$ cat src/rtl/registerfile_multi.sv
// registerfile_multi: DEPTH x WIDTH register file with one synchronous write
// port, two registered read ports, per-register "written" flags and a
// sequenced clear-all (one register per cycle, DEPTH busy cycles).
//
// Optional build macro: REGFILE_BYPASS_EN
//   undefined (default) : a same-cycle read and write to one address returns
//                         the old contents and old flag (read-before-write)
//   defined             : the read port returns wdata and rinit=1 for that
//                         case (write-first forwarding, independent per port)
// Port list and read latency are identical in both builds.
module registerfile_multi #(
  parameter int WIDTH  = 8,
  parameter int DEPTH  = 4,
  parameter int ADDR_W = 2
) (
  input  logic              set,
  input  logic              reset,
  input  logic              we,
  input  logic [ADDR_W-1:0] waddr,
  input  logic [WIDTH-1:0]  wdata,
  input  logic              re,
  input  logic [ADDR_W-1:0] raddr0,
  input  logic [ADDR_W-1:0] raddr1,
  output logic [WIDTH-1:0]  rdata0,
  output logic [WIDTH-1:0]  rdata1,
  output logic              rinit0,
  output logic              rinit1,
  output logic              rvalid,
  input  logic              clr,
  output logic              busy
);

  typedef enum logic [0:0] {
    ST_IDLE  = 1'b0,
    ST_CLEAR = 1'b1
  } state_t;

  // True when an index names a physically present register; DEPTH need not
  // be a power of two, so the top of the address space may be unpopulated.
  function automatic logic addr_ok(input logic [ADDR_W-1:0] a);
    return (32'(a) < 32'(DEPTH));
  endfunction

  state_t              state_r;
  state_t              state_s;
  logic [ADDR_W-1:0]   cnt_r;
  logic [ADDR_W-1:0]   cnt_s;
  logic                busy_r;

  logic [WIDTH-1:0]    regs_r  [DEPTH];
  logic                flags_r [DEPTH];

  logic [WIDTH-1:0]    rdata0_r;
  logic [WIDTH-1:0]    rdata1_r;
  logic                rinit0_r;
  logic                rinit1_r;
  logic                rvalid_r;

  logic                idle_s;
  logic                clear_s;
  logic                last_s;
  logic                wr_acc_s;
  logic                rd_acc_s;
  logic [WIDTH-1:0]    rd0_s;
  logic [WIDTH-1:0]    rd1_s;
  logic                ri0_s;
  logic                ri1_s;

  // Qualify requests: clr wins over we/re in IDLE, everything is ignored
  // while the clear sequence runs.
  always_comb begin
    idle_s   = (state_r == ST_IDLE);
    clear_s  = (state_r == ST_CLEAR);
    last_s   = (cnt_r == ADDR_W'(DEPTH - 1));
    wr_acc_s = idle_s && !clr && we && addr_ok(waddr);
    rd_acc_s = idle_s && !clr && re;
  end

  // Next-state and clear-counter logic.
  always_comb begin
    state_s = state_r;
    cnt_s   = cnt_r;
    case (state_r)
      ST_IDLE: begin
        cnt_s = {ADDR_W{1'b0}};
        if (clr) begin
          state_s = ST_CLEAR;
        end else begin
          state_s = ST_IDLE;
        end
      end
      ST_CLEAR: begin
        if (last_s) begin
          state_s = ST_IDLE;
          cnt_s   = {ADDR_W{1'b0}};
        end else begin
          state_s = ST_CLEAR;
          cnt_s   = cnt_r + ADDR_W'(1);
        end
      end
      default: begin
        state_s = ST_IDLE;
        cnt_s   = {ADDR_W{1'b0}};
      end
    endcase
  end

  // Read multiplexers; unpopulated addresses fall through to zero data and
  // a clear flag because the loop never matches them.
  always_comb begin
    rd0_s = {WIDTH{1'b0}};
    rd1_s = {WIDTH{1'b0}};
    ri0_s = 1'b0;
    ri1_s = 1'b0;
    for (int i = 0; i < DEPTH; i++) begin
      rd0_s = (raddr0 == ADDR_W'(i)) ? regs_r[i]  : rd0_s;
      ri0_s = (raddr0 == ADDR_W'(i)) ? flags_r[i] : ri0_s;
      rd1_s = (raddr1 == ADDR_W'(i)) ? regs_r[i]  : rd1_s;
      ri1_s = (raddr1 == ADDR_W'(i)) ? flags_r[i] : ri1_s;
    end
`ifdef REGFILE_BYPASS_EN
    // Forward the accepted write to any port reading the same register.
    if (wr_acc_s && (waddr == raddr0)) begin
      rd0_s = wdata;
      ri0_s = 1'b1;
    end else begin
      rd0_s = rd0_s;
      ri0_s = ri0_s;
    end
    if (wr_acc_s && (waddr == raddr1)) begin
      rd1_s = wdata;
      ri1_s = 1'b1;
    end else begin
      rd1_s = rd1_s;
      ri1_s = ri1_s;
    end
`endif
  end

  // FSM state, clear counter and busy flag; busy mirrors the CLEAR state so
  // it is high for exactly DEPTH cycles.
  always_ff @(posedge set) begin
    if (reset) begin
      state_r <= ST_IDLE;
      cnt_r   <= {ADDR_W{1'b0}};
      busy_r  <= 1'b0;
    end else begin
      state_r <= state_s;
      cnt_r   <= cnt_s;
      busy_r  <= (state_s == ST_CLEAR);
    end
  end

  // Register array and written flags: clear step or accepted write.
  always_ff @(posedge set) begin
    for (int i = 0; i < DEPTH; i++) begin
      if (reset) begin
        regs_r[i]  <= {WIDTH{1'b0}};
        flags_r[i] <= 1'b0;
      end else if (clear_s && (cnt_r == ADDR_W'(i))) begin
        regs_r[i]  <= {WIDTH{1'b0}};
        flags_r[i] <= 1'b0;
      end else if (wr_acc_s && (waddr == ADDR_W'(i))) begin
        regs_r[i]  <= wdata;
        flags_r[i] <= 1'b1;
      end else begin
        regs_r[i]  <= regs_r[i];
        flags_r[i] <= flags_r[i];
      end
    end
  end

  // Registered read ports: load on an accepted read, otherwise hold.
  always_ff @(posedge set) begin
    if (reset) begin
      rdata0_r <= {WIDTH{1'b0}};
      rdata1_r <= {WIDTH{1'b0}};
      rinit0_r <= 1'b0;
      rinit1_r <= 1'b0;
      rvalid_r <= 1'b0;
    end else if (rd_acc_s) begin
      rdata0_r <= rd0_s;
      rdata1_r <= rd1_s;
      rinit0_r <= ri0_s;
      rinit1_r <= ri1_s;
      rvalid_r <= 1'b1;
    end else begin
      rvalid_r <= 1'b0;
    end
  end

  assign rdata0 = rdata0_r;
  assign rdata1 = rdata1_r;
  assign rinit0 = rinit0_r;
  assign rinit1 = rinit1_r;
  assign rvalid = rvalid_r;
  assign busy   = busy_r;

endmodule

$ cat config.mk
export PLATFORM = sky130hd
export DESIGN_NAME = registerfile_multi
export DESIGN_NICKNAME = d
export VERILOG_FILES = /design/src/rtl/registerfile_multi.sv
export SDC_FILE = /design/constraint.sdc
export NUM_CORES = 1
export LEC_CHECK = 0
export CAP_MARGIN = 20
export CELL_PAD_IN_SITES_DETAIL_PLACEMENT = 2
export CELL_PAD_IN_SITES_GLOBAL_PLACEMENT = 2
export CORE_MARGIN = 2
export CORE_UTILIZATION = 40
export CTS_BUF_LIST = sky130_fd_sc_hd__clkbuf_2
export DETAILED_ROUTE_END_ITERATION = 8
export PLACE_DENSITY_LB_ADDON = 0.1
export SYNTH_ARGS = -nofsm -noshare
export SYNTH_HDL_FRONTEND = slang
export SYNTH_SLANG_ARGS = --single-unit
$ cat constraint.sdc
create_clock -name set -period 2.6 [get_ports set]
set_clock_uncertainty 0.1 [all_clocks]
set_input_delay 0.52 -clock set [delete_from_list [all_inputs] [get_ports set]]
set_output_delay 0.52 -clock set [all_outputs]
set_load 0.05 [all_outputs]
==> impl_metrics.env <==
export IMPL_status="finished clean"
export IMPL_worstSkewPairLatency_ns=0.45
export IMPL_critical_path_endpoint_type="output port"
export IMPL_critical_path_max_stage_delay_ns=0.66
export IMPL_utilization_pct=51.2
export IMPL_die_w_um=84.3
export IMPL_avgViaCountPerCell=5.50
export IMPL_globalRoute_totalOverflow=0
export IMPL_static_leakage_power_uw=0.00120
export IMPL_synth_top_area_share_pct=41.9
export IMPL_netlist_instances=166
export IMPL_via_count=1618
export IMPL_power_per_cell_area_mw_per_mm2=634
export IMPL_path_cells="dlygate4sd2_1"
export IMPL_seq_area_frac_synth_pct=58.9
export IMPL_clock_tree_buffer_depth=2
export IMPL_detail_route_drc_violations=0
export IMPL_cp_buffers_inverters=1
export IMPL_cell_family_with_most_cp_delay="flip-flops"
export IMPL_slowest_stage="sky130_fd_sc_hd__dfxtp_1"
export IMPL_area_sequential_sq_mm=0.00152
export IMPL_cts_htree_levels=3
export IMPL_syn_area_per_cell_sq_um=15.5
export IMPL_detail_route_iter0_violations=92
export IMPL_maximum_number_of_pins_on_one_net_before_global_route_repair=20
export IMPL_number_of_hold_violations_in_the_final_report=0
export IMPL_final_antenna_diode_count=0
export IMPL_wire_length_per_cell_um=22.0
export IMPL_vertical_die_dimension_um=84.3
export IMPL_drt_antenna_violating_nets=0
export IMPL_max_cap_viol_count=0
export IMPL_nFillCells=603
export IMPL_tritoncts_clock_tree="yes"
export IMPL_place_detailed_hpwl_um=4540
export IMPL_fmaxAchievable_ghz=0.428
export IMPL_share_of_final_layout_standard_cells_stronger_than_drive_strength_1_pct=19.8
export IMPL_synth_area_sq_mm=0.00258
export IMPL_vias_in_the_first_global_route=1846
export IMPL_startpoint_type="flip-flop"
export IMPL_worst_setup_hold_path_clk_slew_ns=0.17
export IMPL_setup_tns_final_ns=0
export IMPL_multi_input_area_sq_mm=0.00100
export IMPL_gp_congestion=0.712
export IMPL_synth_nets=189
export IMPL_setup_worst_path_class="reg2out"
export IMPL_crit_arrival_ns=1.72
export IMPL_clock_root_buffer="sky130_fd_sc_hd__clkbuf_2"
export IMPL_worst_margin_slew_ns=1.02
export IMPL_synth_seq_cells=58
export IMPL_maxSlewHeadroom_pct=31.4
export IMPL_setup_viol_count_final=0
export IMPL_final_max_slew_viols=0
export IMPL_grt_first_pass_wirelength_um=10200
export IMPL_grt_antenna_before_repair=0
export IMPL_cts_hold_buffers_added=0
export IMPL_unrepaired_setup_endpoints_after_global_routing="false"
export IMPL_min_delay_path_class="reg2reg"
export IMPL_syn2layout_area_growth_pct=24.4
export IMPL_tritoncts_num_buffers=9
export IMPL_synth_warn=0
export IMPL_crit_required_ns=1.98
export IMPL_postRouteWirelength_um=6460
export IMPL_post_synth_main_area_contributors="sky130_fd_sc_hd__edfxtp_1 (42%), sky130_fd_sc_hd__dfxtp_1 (17%), sky130_fd_sc_hd__mux4_2 (16%)"
export IMPL_global_route_usage_total_pct=19.6
export IMPL_starting_utilization_of_the_core_area_pct=41.1
export IMPL_cts_sinks=58
export IMPL_final_net_count=235
export IMPL_yosysTopAreaCell="sky130_fd_sc_hd__edfxtp_1"
export IMPL_placement_rows=29
export IMPL_max_vdd_ir_drop_mv=0.395
export IMPL_floorplan_io_pins=39
export IMPL_io_buffers=38
export IMPL_fp_coreArea_sq_mm=0.00628
export IMPL_design_die_area_sq_mm=0.00711
export IMPL_synth_cell_types=28
export IMPL_postCtsSetupBuffers=0
export IMPL_detailedRoute_firstPassIterationCount=4
export IMPL_layout_worst_path_cycle_share_pct=89.9
export IMPL_path_max_fanout=13
export IMPL_layout_min_cycle_time_ns=2.34
==> final timing paths <==
check	startpoint	to	slack, ns	depth (start not counted)
worst min register to register	rdata0[4]	rdata0[4]	0.41	1
worst min-delay path	rdata0[4]	rdata0[4]	0.41	1
worst max-delay path	busy	busy	0.26	1
worst max register to register	busy	regs_r[1][1]	0.60	3
==> Yosys cell counts <==
cell,instances
sky130_fd_sc_hd__mux4_2,18
sky130_fd_sc_hd__dfxtp_1,22
sky130_fd_sc_hd__or4b_4,1
sky130_fd_sc_hd__nor3_1,1
sky130_fd_sc_hd__edfxtp_1,36
sky130_fd_sc_hd__a21oi_2,1
sky130_fd_sc_hd__ha_1,4
sky130_fd_sc_hd__nor3b_4,1
sky130_fd_sc_hd__nor2_1,2
sky130_fd_sc_hd__nand3_1,1
sky130_fd_sc_hd__a22o_1,18
sky130_fd_sc_hd__nand4bb_1,1
sky130_fd_sc_hd__buf_1,2
sky130_fd_sc_hd__nor4bb_1,1
sky130_fd_sc_hd__nand2_1,3
sky130_fd_sc_hd__buf_2,4
sky130_fd_sc_hd__o21ai_0,1
sky130_fd_sc_hd__a211o_1,1
sky130_fd_sc_hd__buf_4,2
sky130_fd_sc_hd__nor2b_1,1
sky130_fd_sc_hd__a21oi_1,3
sky130_fd_sc_hd__nor4b_4,1
sky130_fd_sc_hd__and3_1,1
sky130_fd_sc_hd__clkbuf_1,2
sky130_fd_sc_hd__and4_1,1
sky130_fd_sc_hd__inv_1,2
sky130_fd_sc_hd__and2_1,33
sky130_fd_sc_hd__nor4b_1,2
==> cell usage in the layout (no fill, tap or decap), drive strengths merged <==
cell | synthesis | layout
a211o | 1 | 1
a21oi | 4 | 4
a22o | 18 | 18
and2 | 33 | 33
and3 | 1 | 1
and4 | 1 | 1
buf | 8 | 7
bufinv | 0 | 3
clkbuf | 2 | 9
clkdlybuf4s50 | 0 | 37
clkinv | 0 | 4
dfxtp | 22 | 22
dlygate4sd2 | 0 | 1
edfxtp | 36 | 36
ha | 4 | 4
inv | 2 | 2
mux4 | 18 | 18
nand2 | 3 | 3
nand3 | 1 | 1
nand4bb | 1 | 1
nor2 | 2 | 2
nor2b | 1 | 1
nor3 | 1 | 1
nor3b | 1 | 1
nor4b | 3 | 3
nor4bb | 1 | 1
o21ai | 1 | 1
or4b | 1 | 1
==> layout make-up <==
type / instances / share of cell area, %
inverter: 2 / 0.234
sequential: 58 / 47.4
tap: 77 / 3.00
multi-input combinational: 96 / 31.2
clock buffer: 9 / 1.40
clock inverter: 7 / 3.35
timing repair buffer: 45 / 13.4
==> metal layers <==
layer	vias to the layer above	wire length, um	global-route usage (%)	share of wire (%)
met3	7	198	3.24	3.1
met5	-	0	0	0
met4	0	76	7.50	1.2
li1	740	-	-	-
met1	840	2590	22.6	40
met2	31	3590	36.1	56
==> registers in the layout, indices dropped and copies added, names as in the netlist <==
register and flops:
cnt_r 2, busy 1, flags_r 4, rinit1 1, rdata0 8, regs_r 32, rinit0 1, rdata1 8
rvalid 1
==> cell families (layout without fill, tap and decap cells) <==
| group | Yosys count | count (layout) | share of synthesized area [%] |
|---|---|---|---|
| buffers and inverters | 12 | 63 | 2.23 |
| adder cells (fa/ha/maj) | 4 | 4 | 1.94 |
| AND/OR/NAND/NOR | 50 | 50 | 13.6 |
| AO/OA/AOI/OAI | 24 | 24 | 7.56 |
| multiplexers | 18 | 18 | 15.7 |
| flip-flops | 58 | 58 | 58.9 |
==> stage by stage <==
stage | worst slack, ns | hold slack (ns) | power (uW) | instances | area (sq um)
floorplan | 0.298 | 0.359 | 1210 | 166 | 2580
global placement | 0.137 | 0.357 | 1300 | 278 | 3060
detailed placement | 0.0256 | 0.377 | 1310 | 278 | 3060
CTS | 0.219 | 0.415 | 2060 | 294 | 3210
global route | 0.175 | 0.434 | 2110 | 294 | 3210
finish | 0.263 | 0.409 | 2040 | 294 | 3210
==> power by group <==
group	internal, uW	switching (uW)	total (uW)	leakage [uW]
Clock	406	342	748	0.0000907
Combinational	112	127	239	0.000552
Sequential	1020	28.4	1050	0.000557
==> repair_timing <==
| item | in CTS | in global routing |
|---|---|---|
| setup endpoints to repair | 1 | 0 |
| hold endpoints to repair | 0 | 0 |
| resized for setup | 1 | 0 |
Note: power is estimated with default switching activity, not from simulation.
